## src/rtl/pipe_elastic_reg_pkg.sv

```systemverilog
// Shared types and elaboration-time helpers for the elastic pipeline register.
package pipe_elastic_reg_pkg;

  // Push/pop activity of one cycle, encoded as {pop, push}.
  typedef enum logic [1:0] {
    OP_IDLE = 2'b00,
    OP_PUSH = 2'b01,
    OP_POP  = 2'b10,
    OP_BOTH = 2'b11
  } op_e;

  function automatic int unsigned ptr_width(input int unsigned depth);
    if (depth <= 32'd1) begin
      return 32'd1;
    end else begin
      return $clog2(depth);
    end
  endfunction

  function automatic bit depth_legal(input int unsigned depth);
    case (depth)
      32'd1, 32'd2, 32'd4, 32'd8: return 1'b1;
      default:                    return 1'b0;
    endcase
  endfunction

endpackage

```

## src/rtl/pipe_elastic_reg_if.sv

```systemverilog
// Upstream/downstream handshake bundle of the elastic pipeline register.
interface pipe_elastic_reg_if #(
  parameter int unsigned DATA_WD = 147,
  parameter int unsigned DEPTH   = 2,
  parameter int unsigned CNT_WD  = 16
);
  localparam int unsigned CW = $clog2(DEPTH + 1);

  logic               in_valid;
  logic [DATA_WD-1:0] in_data;
  logic               in_ready;
  logic               out_valid;
  logic [DATA_WD-1:0] out_data;
  logic               out_ready;
  logic [CW-1:0]      count;
  logic               stall_req;
  logic [CNT_WD-1:0]  stall_cnt;

  // Environment side: produces payloads and consumes the head.
  modport master (
    output in_valid, in_data, out_ready,
    input  in_ready, out_valid, out_data, count, stall_req, stall_cnt
  );

  // Buffer side.
  modport slave (
    input  in_valid, in_data, out_ready,
    output in_ready, out_valid, out_data, count, stall_req, stall_cnt
  );

endinterface

```

## src/rtl/pipe_elastic_reg.sv

```systemverilog
// DEPTH-entry circular-buffer stage register with zeroed bubbles and a saturating stall counter.
module pipe_elastic_reg
  import pipe_elastic_reg_pkg::*;
#(
  parameter int unsigned DATA_WD = 147,
  parameter int unsigned DEPTH   = 2,
  parameter int unsigned CNT_WD  = 16
) (
  input  logic             clk,
  input  logic             rst,
  input  logic             flush,
  pipe_elastic_reg_if.slave bus
);

  localparam int unsigned       PTR_WD   = ptr_width(DEPTH);
  localparam int unsigned       CW       = $clog2(DEPTH + 1);
  localparam logic [PTR_WD-1:0] PTR_LAST = PTR_WD'(DEPTH - 1);
  localparam logic [CW-1:0]     CNT_FULL = CW'(DEPTH);

  logic [DATA_WD-1:0] mem_q [DEPTH];
  logic [PTR_WD-1:0]  wr_ptr_q, wr_ptr_d;
  logic [PTR_WD-1:0]  rd_ptr_q, rd_ptr_d;
  logic [CW-1:0]      count_q, count_d;
  logic [CNT_WD-1:0]  stall_cnt_q, stall_cnt_d;

  logic               in_ready_s;
  logic               out_valid_s;
  logic               push_s;
  logic               pop_s;
  logic               stall_req_s;
  logic [DATA_WD-1:0] out_data_s;
  op_e                op_s;

  // Explicit wrap so non-power-of-two pointer ranges (DEPTH = 1) stay modulo DEPTH.
  function automatic logic [PTR_WD-1:0] ptr_inc(input logic [PTR_WD-1:0] p);
    if (p == PTR_LAST) begin
      return '0;
    end else begin
      return p + PTR_WD'(1);
    end
  endfunction

  // Readiness depends on occupancy only, never on out_ready.
  assign in_ready_s  = (count_q < CNT_FULL);
  assign out_valid_s = (count_q != '0);
  assign push_s      = bus.in_valid & in_ready_s;
  assign pop_s       = out_valid_s & bus.out_ready;
  assign stall_req_s = bus.in_valid & ~in_ready_s;
  assign op_s        = op_e'({pop_s, push_s});

  // Pointer and occupancy next state; flush overrides any push or pop.
  always_comb begin
    wr_ptr_d = wr_ptr_q;
    rd_ptr_d = rd_ptr_q;
    count_d  = count_q;
    if (flush) begin
      wr_ptr_d = '0;
      rd_ptr_d = '0;
      count_d  = '0;
    end else begin
      case (op_s)
        OP_PUSH: begin
          wr_ptr_d = ptr_inc(wr_ptr_q);
          count_d  = count_q + CW'(1);
        end
        OP_POP: begin
          rd_ptr_d = ptr_inc(rd_ptr_q);
          count_d  = count_q - CW'(1);
        end
        OP_BOTH: begin
          wr_ptr_d = ptr_inc(wr_ptr_q);
          rd_ptr_d = ptr_inc(rd_ptr_q);
        end
        OP_IDLE: begin
          count_d  = count_q;
        end
        default: begin
          count_d  = count_q;
        end
      endcase
    end
  end

  // Saturating stall counter, deliberately blind to flush.
  always_comb begin
    stall_cnt_d = stall_cnt_q;
    if (stall_req_s && (stall_cnt_q != {CNT_WD{1'b1}})) begin
      stall_cnt_d = stall_cnt_q + CNT_WD'(1);
    end else begin
      stall_cnt_d = stall_cnt_q;
    end
  end

  // Control state registers.
  always_ff @(posedge clk or negedge rst) begin
    if (!rst) begin
      wr_ptr_q    <= '0;
      rd_ptr_q    <= '0;
      count_q     <= '0;
      stall_cnt_q <= '0;
    end else begin
      wr_ptr_q    <= wr_ptr_d;
      rd_ptr_q    <= rd_ptr_d;
      count_q     <= count_d;
      stall_cnt_q <= stall_cnt_d;
    end
  end

  // Payload storage; contents are don't-care once count marks them empty.
  always_ff @(posedge clk) begin
    if (push_s && !flush) begin
      mem_q[wr_ptr_q] <= bus.in_data;
    end
  end

  // Bubbles present all-zero so downstream enables stay low.
  always_comb begin
    out_data_s = '0;
    if (out_valid_s) begin
      out_data_s = mem_q[rd_ptr_q];
    end else begin
      out_data_s = '0;
    end
  end

  assign bus.in_ready  = in_ready_s;
  assign bus.out_valid = out_valid_s;
  assign bus.out_data  = out_data_s;
  assign bus.count     = count_q;
  assign bus.stall_req = stall_req_s;
  assign bus.stall_cnt = stall_cnt_q;

endmodule

```

## src/flat_wrapper.sv

```systemverilog
// flat-port wrapper written by rule: the top's interface ports become plain ports
module pipe_elastic_reg_flat import pipe_elastic_reg_pkg::*;
#(
  parameter int unsigned DATA_WD = 147,
  parameter int unsigned DEPTH   = 2,
  parameter int unsigned CNT_WD  = 16
)
  (clk, rst, flush, bus_in_valid, bus_in_data, bus_out_ready, bus_in_ready, bus_out_valid, bus_out_data, bus_count, bus_stall_req, bus_stall_cnt);
  pipe_elastic_reg_if #(.DATA_WD(DATA_WD), .DEPTH(DEPTH), .CNT_WD(CNT_WD)) bus_i ();
  input  logic clk;
  input  logic rst;
  input  logic flush;
  input wire logic [$bits(bus_i.in_valid)-1:0] bus_in_valid;
  input wire logic [$bits(bus_i.in_data)-1:0] bus_in_data;
  input wire logic [$bits(bus_i.out_ready)-1:0] bus_out_ready;
  output wire logic [$bits(bus_i.in_ready)-1:0] bus_in_ready;
  output wire logic [$bits(bus_i.out_valid)-1:0] bus_out_valid;
  output wire logic [$bits(bus_i.out_data)-1:0] bus_out_data;
  output wire logic [$bits(bus_i.count)-1:0] bus_count;
  output wire logic [$bits(bus_i.stall_req)-1:0] bus_stall_req;
  output wire logic [$bits(bus_i.stall_cnt)-1:0] bus_stall_cnt;
  assign bus_i.in_valid = bus_in_valid;
  assign bus_i.in_data = bus_in_data;
  assign bus_i.out_ready = bus_out_ready;
  assign bus_in_ready = bus_i.in_ready;
  assign bus_out_valid = bus_i.out_valid;
  assign bus_out_data = bus_i.out_data;
  assign bus_count = bus_i.count;
  assign bus_stall_req = bus_i.stall_req;
  assign bus_stall_cnt = bus_i.stall_cnt;
  pipe_elastic_reg #(.DATA_WD(DATA_WD), .DEPTH(DEPTH), .CNT_WD(CNT_WD)) u_core (.clk(clk), .rst(rst), .flush(flush), .bus(bus_i));
endmodule
```

## config.mk

```make
export PLATFORM = sky130hd
export DESIGN_NAME = pipe_elastic_reg_flat
export DESIGN_NICKNAME = d
export VERILOG_FILES = /design/src/rtl/pipe_elastic_reg_pkg.sv /design/src/rtl/pipe_elastic_reg_if.sv /design/src/rtl/pipe_elastic_reg.sv /design/src/flat_wrapper.sv
export SDC_FILE = /design/constraint.sdc
export NUM_CORES = 1
export LEC_CHECK = 0
export ABC_AREA = 1
export BUFFER_PORTS_ARGS = -buffer_cell sky130_fd_sc_hd__buf_2
export CAP_MARGIN = 20
export CORE_UTILIZATION = 57
export DETAILED_ROUTE_END_ITERATION = 16
export GPL_TIMING_DRIVEN = 0
export PLACE_DENSITY = 0.85
export SYNTH_ARGS = -nofsm -noshare
export SYNTH_HDL_FRONTEND = slang
export SYNTH_SLANG_ARGS = --single-unit
```

## constraint.sdc

```tcl
create_clock -name clk -period 11.5 [get_ports clk]
set_input_delay 2.875 -clock clk [delete_from_list [all_inputs] [get_ports clk]]
set_output_delay 2.875 -clock clk [all_outputs]
set_load 0.03 [all_outputs]
```

# == Yosys cells after proc, flatten, opt, wreduce, memory -nomap -nowiden ==
# Memory sizes are Yosys's and may differ from the RTL's.
# Cells that the tools add are included.
# word_totals
elab_cells,39
n_memories,1
ram_bits,294
reg_bits,20
# memory_table
memory,words,word_bits,rd,rd_clocked_by_memory_dff,wr,line,source
u_core.mem_q,2,147,1,0,1,pipe_elastic_reg.sv:20,logic [DATA_WD-1:0] mem_q [DEPTH];
# classes
add_sub_neg,5
reduce_logical,9
order_cmp,1
bitwise_logic,4
muxes,11
n_eq_ne,4
# ops
cell,count
147-bit 2-to-1 mux,1
"16-bit by 1-bit adder with 16-bit output, second input constant",1
"16-bit != test, second input constant",1
1-bit 2-to-1 mux,8
2-bit nonzero test,3
"2-bit equality test, second input constant",2
2-bit one-hot mux with 2 select lines,1
2-bit OR reduction,2
1-bit AND,3
3-bit nonzero test,1
"1-bit adder, second input constant",2
"2-bit by 1-bit adder with 2-bit output, second input constant",1
"2-bit by 1-bit equality test with 1-bit output, second input constant",1
1-bit logical AND,2
"2-bit less-than comparator, second input constant",1
2-bit 2-to-1 mux,1
"2-bit by 1-bit subtractor with 2-bit output, second input constant",1
1-bit zero test,1
1-bit inverter,1

# == Depth between registers and ports, before layout ==
# depth
ltp_word,6
ltp_mapped,9
mapped_depth_nobuf,9

# == Least setup slack after synthesis ==
# Ideal clock, no wire load.
# synth_path
path_type,input port to flip-flop
start,in bus_in_valid
end,mem u_core.mem_q[0][0] (enable)
t_arrival_ns,9.230
t_required_ns,10.844
setup_ns,0.656
slack_ns,1.614
path_buffers,0
cell_stages,4
cell_sequence,nand2_1 > inv_1 > nand2_1 > nor2_1
# synth_between
elab_chain_len,4
# synth_lines
item,line,source
from (decl),flat_wrapper.sv:13,input wire logic [$bits(bus_i.in_valid)-1:0] bus_in_valid;
1-bit AND,pipe_elastic_reg.sv:46,assign push_s = bus.in_valid & in_ready_s;
1-bit logical AND,pipe_elastic_reg.sv:111,if (push_s && !flush) begin
1-bit 2-to-1 mux,pipe_elastic_reg.sv:111,
1-bit 2-to-1 mux (not written as such),pipe_elastic_reg.sv:112,mem_q[wr_ptr_q] <= bus.in_data;
to (decl),pipe_elastic_reg.sv:20,
# No other way between the ends.

# == Worst setup path in the final report ==
# layout_path
start,in bus_in_valid
end,out bus_stall_req
# layout_between
elab_chain_len,1
# layout_lines
item,line,source
1-bit AND,pipe_elastic_reg.sv:48,assign stall_req_s = bus.in_valid & ~in_ready_s;
to (decl),flat_wrapper.sv:20,output wire logic [$bits(bus_i.stall_req)-1:0] bus_stall_req;
# No other way between the ends.

==> out/metrics.cfg <==
[timing]
hold_viol_final = 0
grt_setup_unrepaired = no
hold-worst-slack_ns = 0.555
worstMarginPinSlew_ns = 1.01
setup_viol = 0
post-route-period-util_pct = 55.4
relSlewSlack_pct = 32.8
timing.final.ws_setup_ns = 5.13
fmax_ghz = 0.157
maxSlewViolCount = 0
skew_ns = 0.0129
period_needed_ns = 6.37

[floorplan]
io_pins = 320
die_w_um = 148
dieHeight_um = 148
core_area_mm2 = 0.0206
start_util_pct = 58.9
num_rows = 52
die_area_mm2 = 0.0218

[routing]
vias = 8583
drt-vias-per-instance = 5.33
drt-total-wl_mm = 29.6
drc = 0
wl_per_cell_um = 18.4
drt_iter0_markers = 530
drt_first_pass_iters = 5
ant_nets = 0

[clock_network]
ctsResizeCount = 0
h-tree-depth = 1
hold_buffers = 0
cts_sinks = 314
post-cts-setup-buffer-count = 0
cts_buffers = 31
cts_tree = yes
clockBufferDepth = 3
path_clk_slew_ns = 0.06
cts-root-buf = clkbuf_16
clk_latency_ns = 0.55

[grt]
grt_overflow = 0
antenna_found_initial = 4
grt_first_pass_wirelength_mm = 45.0
grt_max_degree = 34
grt_pass1_vias = 8721
grt_usage_pct = 26.9

[layout]
drive_above_1_share_pct = 31.4
final_util_pct = 74.0
finalNetCount = 1471
syn2layout_area_growth_pct = 25.5
finish.instance_area_mm2 = 0.0152
nFillCells = 1339

[synth]
synth_edf_count = 294
synthTopCellsByArea = edfxtp_1 73%, nand2_1 11%, a21oi_1 6.2%
synth_top_family_by_area = simple AND/OR/NAND/NOR gates
synthesis.area_mm2 = 0.0121
ys_ff_latch = 314
synthAdderAreaFrac_pct = 0.103
yosys.area.top_type = edfxtp_1
synthFlopType = edfxtp_1
yosysSeqAreaShare_pct = 77.0
synth_mux_area_share_pct = 0
synth-warning-count = 0
synth-compound-area-share_pct = 6.97
synth_area_per_cell_um2 = 12.7
netlist-cell-type-count = 20
synth_top_area_share_pct = 72.9
synthCells = 957
synth_nets = 1110
yosysMostFrequentCell = nand2_1
synth.top_cells.by_count = 360 x nand2_1, 294 x edfxtp_1, 149 x a21oi_1
async_flop_share_pct = 6.37
synth_simple_gate_area_share_pct = 12.6
synth_xor_xnor_area_share_pct = 0.578

[critical_path]
critPathRequiredTime_ns = 8.63
r2r_slack_ns = 9.11
crit_arrival_ns = 3.50
cp-end-kind = output port
start_kind = input port
r2r_end = u_core.mem_q[1][116]$_DFFE_PP_
cp_max_fo = 4
worstSetupPathType = in2out
r2r_start = u_core.bus.count[1]$_DFFE_PN0P_
r2r_cells = 5

[place]
dp_hpwl_mm = 20.0
post-place-ws_ns = 5.14
place.gp.congestion = 0.830
portBuffers = 319
dpl-instance-area_mm2 = 0.0143

[power]
p_leak_nw = 6.27
powerDensity_mw_per_mm2 = 215
peakVddDrop_mv = 0.151

[run_status]
status = completed

[min_path]
hold_end = u_core.bus.count[0]$_DFFE_PN0P_
hold_start = u_core.bus.count[0]$_DFFE_PN0P_
hold_depth = 1
min_path_type = reg2reg

[flow_run]
max_cap_viol_count = 0

==> worst max-delay path, stage by stage <==
cell and delay (ns):
buf_2 0.09, nand2_1 0.14, inv_1 0.17, buf_2 0.23
==> per-stage QoR <==
| stage | cells | power, W | setup TNS, ns |
|---|---|---|---|
| 2_1_floorplan | 957 | 0.00202 | 0 |
| 3_3_place_gp | 1546 | 0.00232 | -482.01 |
| 3_5_place_dp | 1555 | 0.00233 | 0 |
| 4_1_cts | 1606 | 0.00328 | 0 |
| 5_1_grt | 1608 | 0.00339 | 0 |
| 6_report | 1610 | 0.00327 | 0 |
==> cells in the final DEF, fill, tap and decap left out, types with 2 or more instances in the layout <==
cell         n
a21oi_1    149
buf_12       7
buf_16       2
buf_2      359
buf_6        2
bufinv_16    3
clkbuf_1    20
clkbuf_16   31
clkinv_1     3
clkinv_2     2
dfrtp_1     20
diode_2      4
edfxtp_1   294
inv_1       21
nand2_1    360
nand2_2      2
nand3_1      9
nand4_1      3
nor2_1      20
nor2_2       2
nor2_4       2
o21ai_0      7
o21ai_2      6
xnor2_1      5
xor2_1       3
==> registers in the layout (all words and copies together) (netlist names) <==
register	flops
u_core.bus.count	2
u_core.mem_q	294
u_core.wr_ptr_q	1
u_core.rd_ptr_q	1
u_core.bus.stall_cnt	16
==> report_power, final <==
group	switching, W	total [W]	internal (W)
Sequential	0.0000350	0.00137	0.00134
Combinational	0.000700	0.000942	0.000241
Clock	0.000398	0.000955	0.000558
Total	0.00113	0.00327	0.00214
==> cell families (layout without fill, tap and decap cells) <==
kind of cell | Yosys count | in the layout
DFF | 314 | 314
and+or+nand+nor | 398 | 398
other | 0 | 4
xor gates and xnor gates | 8 | 8
AOI/OAI and AO/OA | 164 | 164
buffers and inverters | 72 | 451
adders and majority gates | 1 | 1
==> worst max-delay path by stage <==
stage                  from                        endpoint  cells past startpoint
3_5_place_dp   bus_in_valid                   bus_stall_req                      4
2_1_floorplan  bus_in_valid    u_core.mem_q[0][0]$_DFFE_PP_                      4
5_1_grt        bus_in_valid                   bus_stall_req                      4
6_report       bus_in_valid                   bus_stall_req                      4
3_3_place_gp   bus_in_valid  u_core.mem_q[0][101]$_DFFE_PP_                      5
4_1_cts        bus_in_valid                   bus_stall_req                      4
==> area by class of cell <==
cell class	instances	area (µm²)	share of cell area, %
timing repair buffer	328	1790	11.8
tap	270	338	2.22
antenna	4	10.0	0.0658
multi-input combinational	571	2460	16.2
clock buffer	42	817	5.37
sequential	314	9330	61.4
clock inverter	9	120	0.790
inverter	21	78.8	0.518
buffer	51	256	1.69
==> metal layers <==
layer	track usage (%)	routed length [µm]	share of wire (%)
met2	48.1	15300	52
met3	7.31	2580	8.7
met5	0	27	0.091
met1	30.3	10400	35
met4	11.3	1280	4.3
Power figures use the tool's default switching activity.
